File: config.mk
export PLATFORM = sky130hd
export DESIGN_NAME = seg7_scan_mux
export DESIGN_NICKNAME = d
export VERILOG_FILES = /design/src/rtl/seg7_scan_mux.sv
export SDC_FILE = /design/constraint.sdc
export NUM_CORES = 1
export LEC_CHECK = 0
export CAP_MARGIN = 15
export CORE_MARGIN = 2
export CORE_UTILIZATION = 40
export DETAILED_ROUTE_END_ITERATION = 10
export PLACE_DENSITY = 0.71
export SLEW_MARGIN = 30
export SYNTH_ARGS = -nofsm -noshare
export SYNTH_HDL_FRONTEND = slang
export SYNTH_SLANG_ARGS = --single-unit
export TNS_END_PERCENT = 50
File: constraint.sdc
create_clock -name clk -period 7.15 [get_ports clk]
set_clock_uncertainty 0.1 [all_clocks]
set_input_delay 1.43 -clock clk [delete_from_list [all_inputs] [get_ports clk]]
set_output_delay 1.43 -clock clk [all_outputs]
set_load 0.05 [all_outputs]
File: src/rtl/seg7_scan_mux.sv
// Time-multiplexed common-anode seven-segment driver with frame-synchronous double buffering.
// Optional per-slot anode duty control is built when SEG7_SCAN_BRIGHTNESS_EN is defined.
module seg7_scan_mux #(
   parameter  int NUM_DIGITS = 8,
   parameter  int DIV_WIDTH  = 17,
   localparam int SEL_W      = (NUM_DIGITS > 1) ? $clog2(NUM_DIGITS) : 1
) (
   input  logic                      clk,
   input  logic                      rstn,
   input  logic                      en,
   input  logic                      update,
   input  logic [4*NUM_DIGITS-1:0]   digits,
   input  logic [NUM_DIGITS-1:0]     blank,
   input  logic [NUM_DIGITS-1:0]     dp_mask,
`ifdef SEG7_SCAN_BRIGHTNESS_EN
   input  logic [3:0]                brightness,
`endif
   output logic [NUM_DIGITS-1:0]     an,
   output logic [6:0]                seg,
   output logic                      dp,
   output logic [SEL_W-1:0]          digit_sel,
   output logic                      pending,
   output logic                      frame_done
);

   localparam logic [SEL_W-1:0]      LAST_SEL = SEL_W'(NUM_DIGITS - 1);
   localparam logic [NUM_DIGITS-1:0] ALL_ONE  = {NUM_DIGITS{1'b1}};

   logic [DIV_WIDTH-1:0]    r_cnt;
   logic [SEL_W-1:0]        r_sel;
   logic                    r_pending;
   logic                    r_frame_done;
   logic [4*NUM_DIGITS-1:0] r_stg_digits;
   logic [NUM_DIGITS-1:0]   r_stg_blank;
   logic [NUM_DIGITS-1:0]   r_stg_dp;
   logic [4*NUM_DIGITS-1:0] r_act_digits;
   logic [NUM_DIGITS-1:0]   r_act_blank;
   logic [NUM_DIGITS-1:0]   r_act_dp;
   logic [NUM_DIGITS-1:0]   r_an;
   logic [6:0]              r_seg;
   logic                    r_dp;

   logic                    w_tick;
   logic                    w_boundary;
   logic [3:0]              w_nibble;
   logic                    w_dark;
   logic [NUM_DIGITS-1:0]   w_an_next;
   logic [6:0]              w_seg_next;
   logic                    w_dp_next;

   function automatic logic [6:0] hex7(input logic [3:0] v);
      logic [6:0] s;
      case (v)
         4'h0: s = 7'h40;
         4'h1: s = 7'h79;
         4'h2: s = 7'h24;
         4'h3: s = 7'h30;
         4'h4: s = 7'h19;
         4'h5: s = 7'h12;
         4'h6: s = 7'h02;
         4'h7: s = 7'h78;
         4'h8: s = 7'h00;
         4'h9: s = 7'h10;
         4'hA: s = 7'h08;
         4'hB: s = 7'h03;
         4'hC: s = 7'h46;
         4'hD: s = 7'h21;
         4'hE: s = 7'h06;
         4'hF: s = 7'h0E;
         default: s = 7'h7F;
      endcase
      return s;
   endfunction

   assign w_tick     = en & (&r_cnt);
   assign w_boundary = w_tick & (r_sel == LAST_SEL);

   // Prescaler wraps naturally at 2**DIV_WIDTH-1; everything freezes while en is low.
   always_ff @(posedge clk or negedge rstn) begin
      if (!rstn) begin
         r_cnt <= '0;
      end else if (en) begin
         r_cnt <= r_cnt + 1'b1;
      end
   end

   always_ff @(posedge clk or negedge rstn) begin
      if (!rstn) begin
         r_sel        <= '0;
         r_frame_done <= 1'b0;
      end else begin
         r_frame_done <= w_boundary;
         if (w_tick) begin
            r_sel <= (r_sel == LAST_SEL) ? '0 : r_sel + 1'b1;
         end
      end
   end

   always_ff @(posedge clk or negedge rstn) begin
      if (!rstn) begin
         r_stg_digits <= '0;
         r_stg_blank  <= ALL_ONE;
         r_stg_dp     <= '0;
      end else if (update) begin
         r_stg_digits <= digits;
         r_stg_blank  <= blank;
         r_stg_dp     <= dp_mask;
      end
   end

   // A host write landing on the boundary cycle bypasses staging so it is shown in the new frame.
   always_ff @(posedge clk or negedge rstn) begin
      if (!rstn) begin
         r_act_digits <= '0;
         r_act_blank  <= ALL_ONE;
         r_act_dp     <= '0;
         r_pending    <= 1'b0;
      end else if (w_boundary) begin
         r_pending <= 1'b0;
         if (update) begin
            r_act_digits <= digits;
            r_act_blank  <= blank;
            r_act_dp     <= dp_mask;
         end else if (r_pending) begin
            r_act_digits <= r_stg_digits;
            r_act_blank  <= r_stg_blank;
            r_act_dp     <= r_stg_dp;
         end
      end else if (update) begin
         r_pending <= 1'b1;
      end
   end

   always_comb begin
      w_nibble   = r_act_digits[{r_sel, 2'b00} +: 4];
      w_dark     = ~en | r_act_blank[r_sel];
      w_an_next  = w_dark ? ALL_ONE : ~(NUM_DIGITS'(1) << r_sel);
`ifdef SEG7_SCAN_BRIGHTNESS_EN
      // Duty control compares the top prescaler nibble, so only the anode is gated.
      if (!w_dark && (r_cnt[DIV_WIDTH-1 -: 4] > brightness)) begin
         w_an_next = ALL_ONE;
      end
`endif
      w_seg_next = w_dark ? 7'h7F : hex7(w_nibble);
      w_dp_next  = w_dark | ~r_act_dp[r_sel];
   end

   always_ff @(posedge clk or negedge rstn) begin
      if (!rstn) begin
         r_an  <= ALL_ONE;
         r_seg <= 7'h7F;
         r_dp  <= 1'b1;
      end else begin
         r_an  <= w_an_next;
         r_seg <= w_seg_next;
         r_dp  <= w_dp_next;
      end
   end

   assign an         = r_an;
   assign seg        = r_seg;
   assign dp         = r_dp;
   assign digit_sel  = r_sel;
   assign pending    = r_pending;
   assign frame_done = r_frame_done;

endmodule

==> run_results.csv <==
group,metric,value,unit
synth,synthesized_area_per_cell,14.6,sq um
critical_path,worstSetupPathDepth,1,
clocking,clock_tree.root_cell,"sky130_fd_sc_hd__clkbuf_16",
finish,post-route-util,51.9,%
clocking,tritoncts,"done",
finish,layout-area-overhead-vs-synth,26.4,%
route,vias_per_cell,4.99,
power_and_ir_drop,swShare,22.2,%
clocking,hold_bufs_at_cts,0,
synth,largest_family_of_logic_cells_by_synthesized_area,"multiplexers",
route,firstDrtPassIters,4,
synth,yosys_register_bits,134,
finish,mostFrequentLayoutCell,"sky130_fd_sc_hd__dfrtp_1",
power_and_ir_drop,report.power.total,0.00186,W
place,gp_routability_congestion,0.799,
synth,synth-edff-count,0,
die,die_width,123,um
route,detail-route-antenna-nets,0,
critical_path,timing.critical_path.arrival,2.21,ns
synth,synthesis.instances,389,
synth,synth-async-reset-ratio,100,%
timing,final-max-slew-violation-count,0,
critical_path,slowest_stage,"sky130_fd_sc_hd__clkdlybuf4s50_1",
synth,yosys_warnings,0,
die,ios,73,
die,initial_core_utilization,41.0,%
synth,post_synth_mux_area_share,25.0,%
critical_path,cpPeakStageDelay,0.94,ns
critical_path,crit_chain,"clkdlybuf4s50_1",
clocking,worst_skew_pair.late_latency,0.42,ns
power_and_ir_drop,p_comb_share,7.5,%
global_route,grt_antenna_before_repair,0,
global_route,overflow,0,
critical_path,crit_required,5.62,ns
worst_hold_path,min_delay_path_depth,1,
synth,synth_compound_area_share,2.59,%
power_and_ir_drop,power_frac_seq,45.2,%
timing,final_hold_viol_count,0,
die,fp.dieArea,15200,sq um
critical_path,critical_path_peak_fanout,17,
global_route,grt_pass1_vias,3361,
route,detail_route.iter0.violations,195,
clocking,cts_resized,0,
power_and_ir_drop,irDropWorstVdd,0.167,mV
clocking,cts_sinks,134,
critical_path,critPathKind,"flop to output pin",
timing,slew_headroom,48.1,%
critical_path,delay_heaviest_family_cp,"buffers and inverters",
synth,synth_area,5700,sq um
finish,register_area,3390,sq um
die,dieHeight,123,um
clocking,cts.repair_timing.setup_buffer_count,0,
power_and_ir_drop,power.switching,0.000412,W
timing,post-route-period-util,52.3,%
worst_hold_path,hold_path.class,"flop to flop",
route,drt-wirelength-per-cell,16.0,um
timing,finalSetupViolCount,0,
synth,simple_logic_cell_fraction_of_the_synthesized_area,5.71,%
synth,ys_seq_area_share,59.6,%
synth,syn-num-nets,454,
critical_path,timing.critical_path.from,"digit_sel[1]",
synth,synth_cell_types,37,
synth,yosys.area_share.xor_xnor,2.31,%
synth,yosys_most_used_dff,"sky130_fd_sc_hd__dfrtp_1",
critical_path,worstRegToRegCells,6,
clocking,ctsLongestPathBuffers,2,
power_and_ir_drop,power.leakage,3.18,nW
critical_path,crit_buf_inv,1,
timing,final_period_minus_worst_setup_slack,3.74,ns
die,floorplan.core_area,13900,sq um
finish,post_route_cells_drive_above_1_share,38.3,%
finish,antennaDiodeCount,0,
route,post-route-drc-count,0,
critical_path,start_kind,"flop",
global_route,grt_max_degree,83,
timing,fmaxAchievable,0.268,GHz
run,cap_viol_max_count,0,
global_route,globalRouteTotalUtil,15.5,%
finish,multi_input_area,2200,sq um
critical_path,endpoint_kind,"output pin",
power_and_ir_drop,internal_power,0.00144,W
place,place.port_buffers,72,
route,route.vias.total,3294,
power_and_ir_drop,cellPowerDensity,258,nW/um^2
clocking,clkTransAtPathRegs,0.06,ns
critical_path,timing.critical_path.to,"digit_sel[1]",
critical_path,rr_endpoint,"r_act_digits[26]",
die,row_count,43,
place,hpwlAfterDp,7230,um
finish,mostFrequentLayoutCells,"102 x sky130_fd_sc_hd__dfrtp_1, 99 x sky130_fd_sc_hd__mux2_2, 70 x sky130_fd_sc_hd__clkdlybuf4s50_1",
critical_path,reg2reg_slack,4.33,ns
clocking,htree_num_levels,4,
run_status,status,"completed",
critical_path,worst_r2r_startpoint,"digit_sel[1]",
finish,final_nets,532,
timing,grt_setup_unrepaired,"false",
clocking,cts_inserted_buffers,17,
route,detail_route.wirelength,10600,um
timing,max_slew.worst_pin.slew,0.778,ns
finish,num-fill-cells,1191,
global_route,grt_first_pass_wirelength,17300,um
timing,timing.setup.tns,0,ns
power_and_ir_drop,power_frac_clock,47.3,%
synth,synth-adder-area-share,2.86,%
==> power by group through the flow <==
stage | combinational, W | sequential (W) | clock (W)
2_1_floorplan | 0.0000703 | 0.000853 | 0
3_3_place_gp | 0.000138 | 0.000849 | 0
3_5_place_dp | 0.000142 | 0.000852 | 0
4_1_cts | 0.000143 | 0.000839 | 0.000893
5_1_grt | 0.000155 | 0.000844 | 0.000928
6_report | 0.000139 | 0.000839 | 0.000877
==> layout make-up <==
cell class | instances | area share, %
multi-input cells | 232 | 30.5
inverters | 6 | 0.313
flip-flops and latches | 134 | 47.1
clock inverters | 10 | 1.18
clock buffers | 22 | 7.33
repair buffers | 76 | 10.4
well taps | 180 | 3.13
==> Yosys cell counts, drive strengths merged (6+ instances only) <==
master  count  area share (%)
dfstp      32              15
inv         6            0.40
xnor2      10             1.5
buf        11             1.2
nor2        9            0.59
mux2i       7             1.2
nand3      10            0.88
mux2      100              20
dfrtp     102              45
ha         13             2.9
nand2      27             1.8
clkbuf      6            0.40
mux4       10             4.0
==> registers in the layout, summed over array words and instances, names as in the netlist <==
| name | cells |
|---|---|
| an | 8 |
| dp | 1 |
| r_stg_dp | 8 |
| r_act_digits | 32 |
| pending | 1 |
| r_cnt | 17 |
| r_stg_digits | 32 |
| frame_done | 1 |
| r_act_blank | 8 |
| r_stg_blank | 8 |
| digit_sel | 3 |
| r_act_dp | 8 |
| seg | 7 |
==> layer usage <==
metal / part of all wire [%] / routed length, um / up-vias / GRT usage [%]
li1: - / - / 1539 / -
met1: 46 / 4870 / 1662 / 20.6
met2: 48 / 5090 / 75 / 23.1
met3: 4.2 / 444 / 18 / 5.26
met4: 1.7 / 180 / 0 / 6.39
met5: 0 / 0 / - / 0
==> per-stage QoR <==
step	cell area (sq um)	worst slack, ns	std cells	hold WS [ns]
6_report	7200	3.41	660	0.374
5_1_grt	7200	3.33	660	0.386
4_1_cts	7200	3.38	660	0.378
3_5_place_dp	6580	3.45	628	0.367
3_3_place_gp	6580	3.50	628	0.353
2_1_floorplan	5700	4.27	389	0.339
==> worst min path at each step <==
| stage | from | end |
|---|---|---|
| detailed placement | r_cnt[12] | r_cnt[12] |
| global placement | r_cnt[12] | r_cnt[12] |
| floorplan | r_cnt[12] | r_cnt[12] |
| CTS | r_cnt[5] | r_cnt[5] |
| finish | r_cnt[12] | r_cnt[12] |
| global route | r_cnt[5] | r_cnt[5] |
==> logic make-up after synthesis <==
group / after synthesis
mux: 117
buf+inv: 23
fa+ha+maj: 13
compound gates: 19
flops: 134
xor+xnor: 15
simple gates: 68
Note: power is estimated with default switching activity, not from simulation.
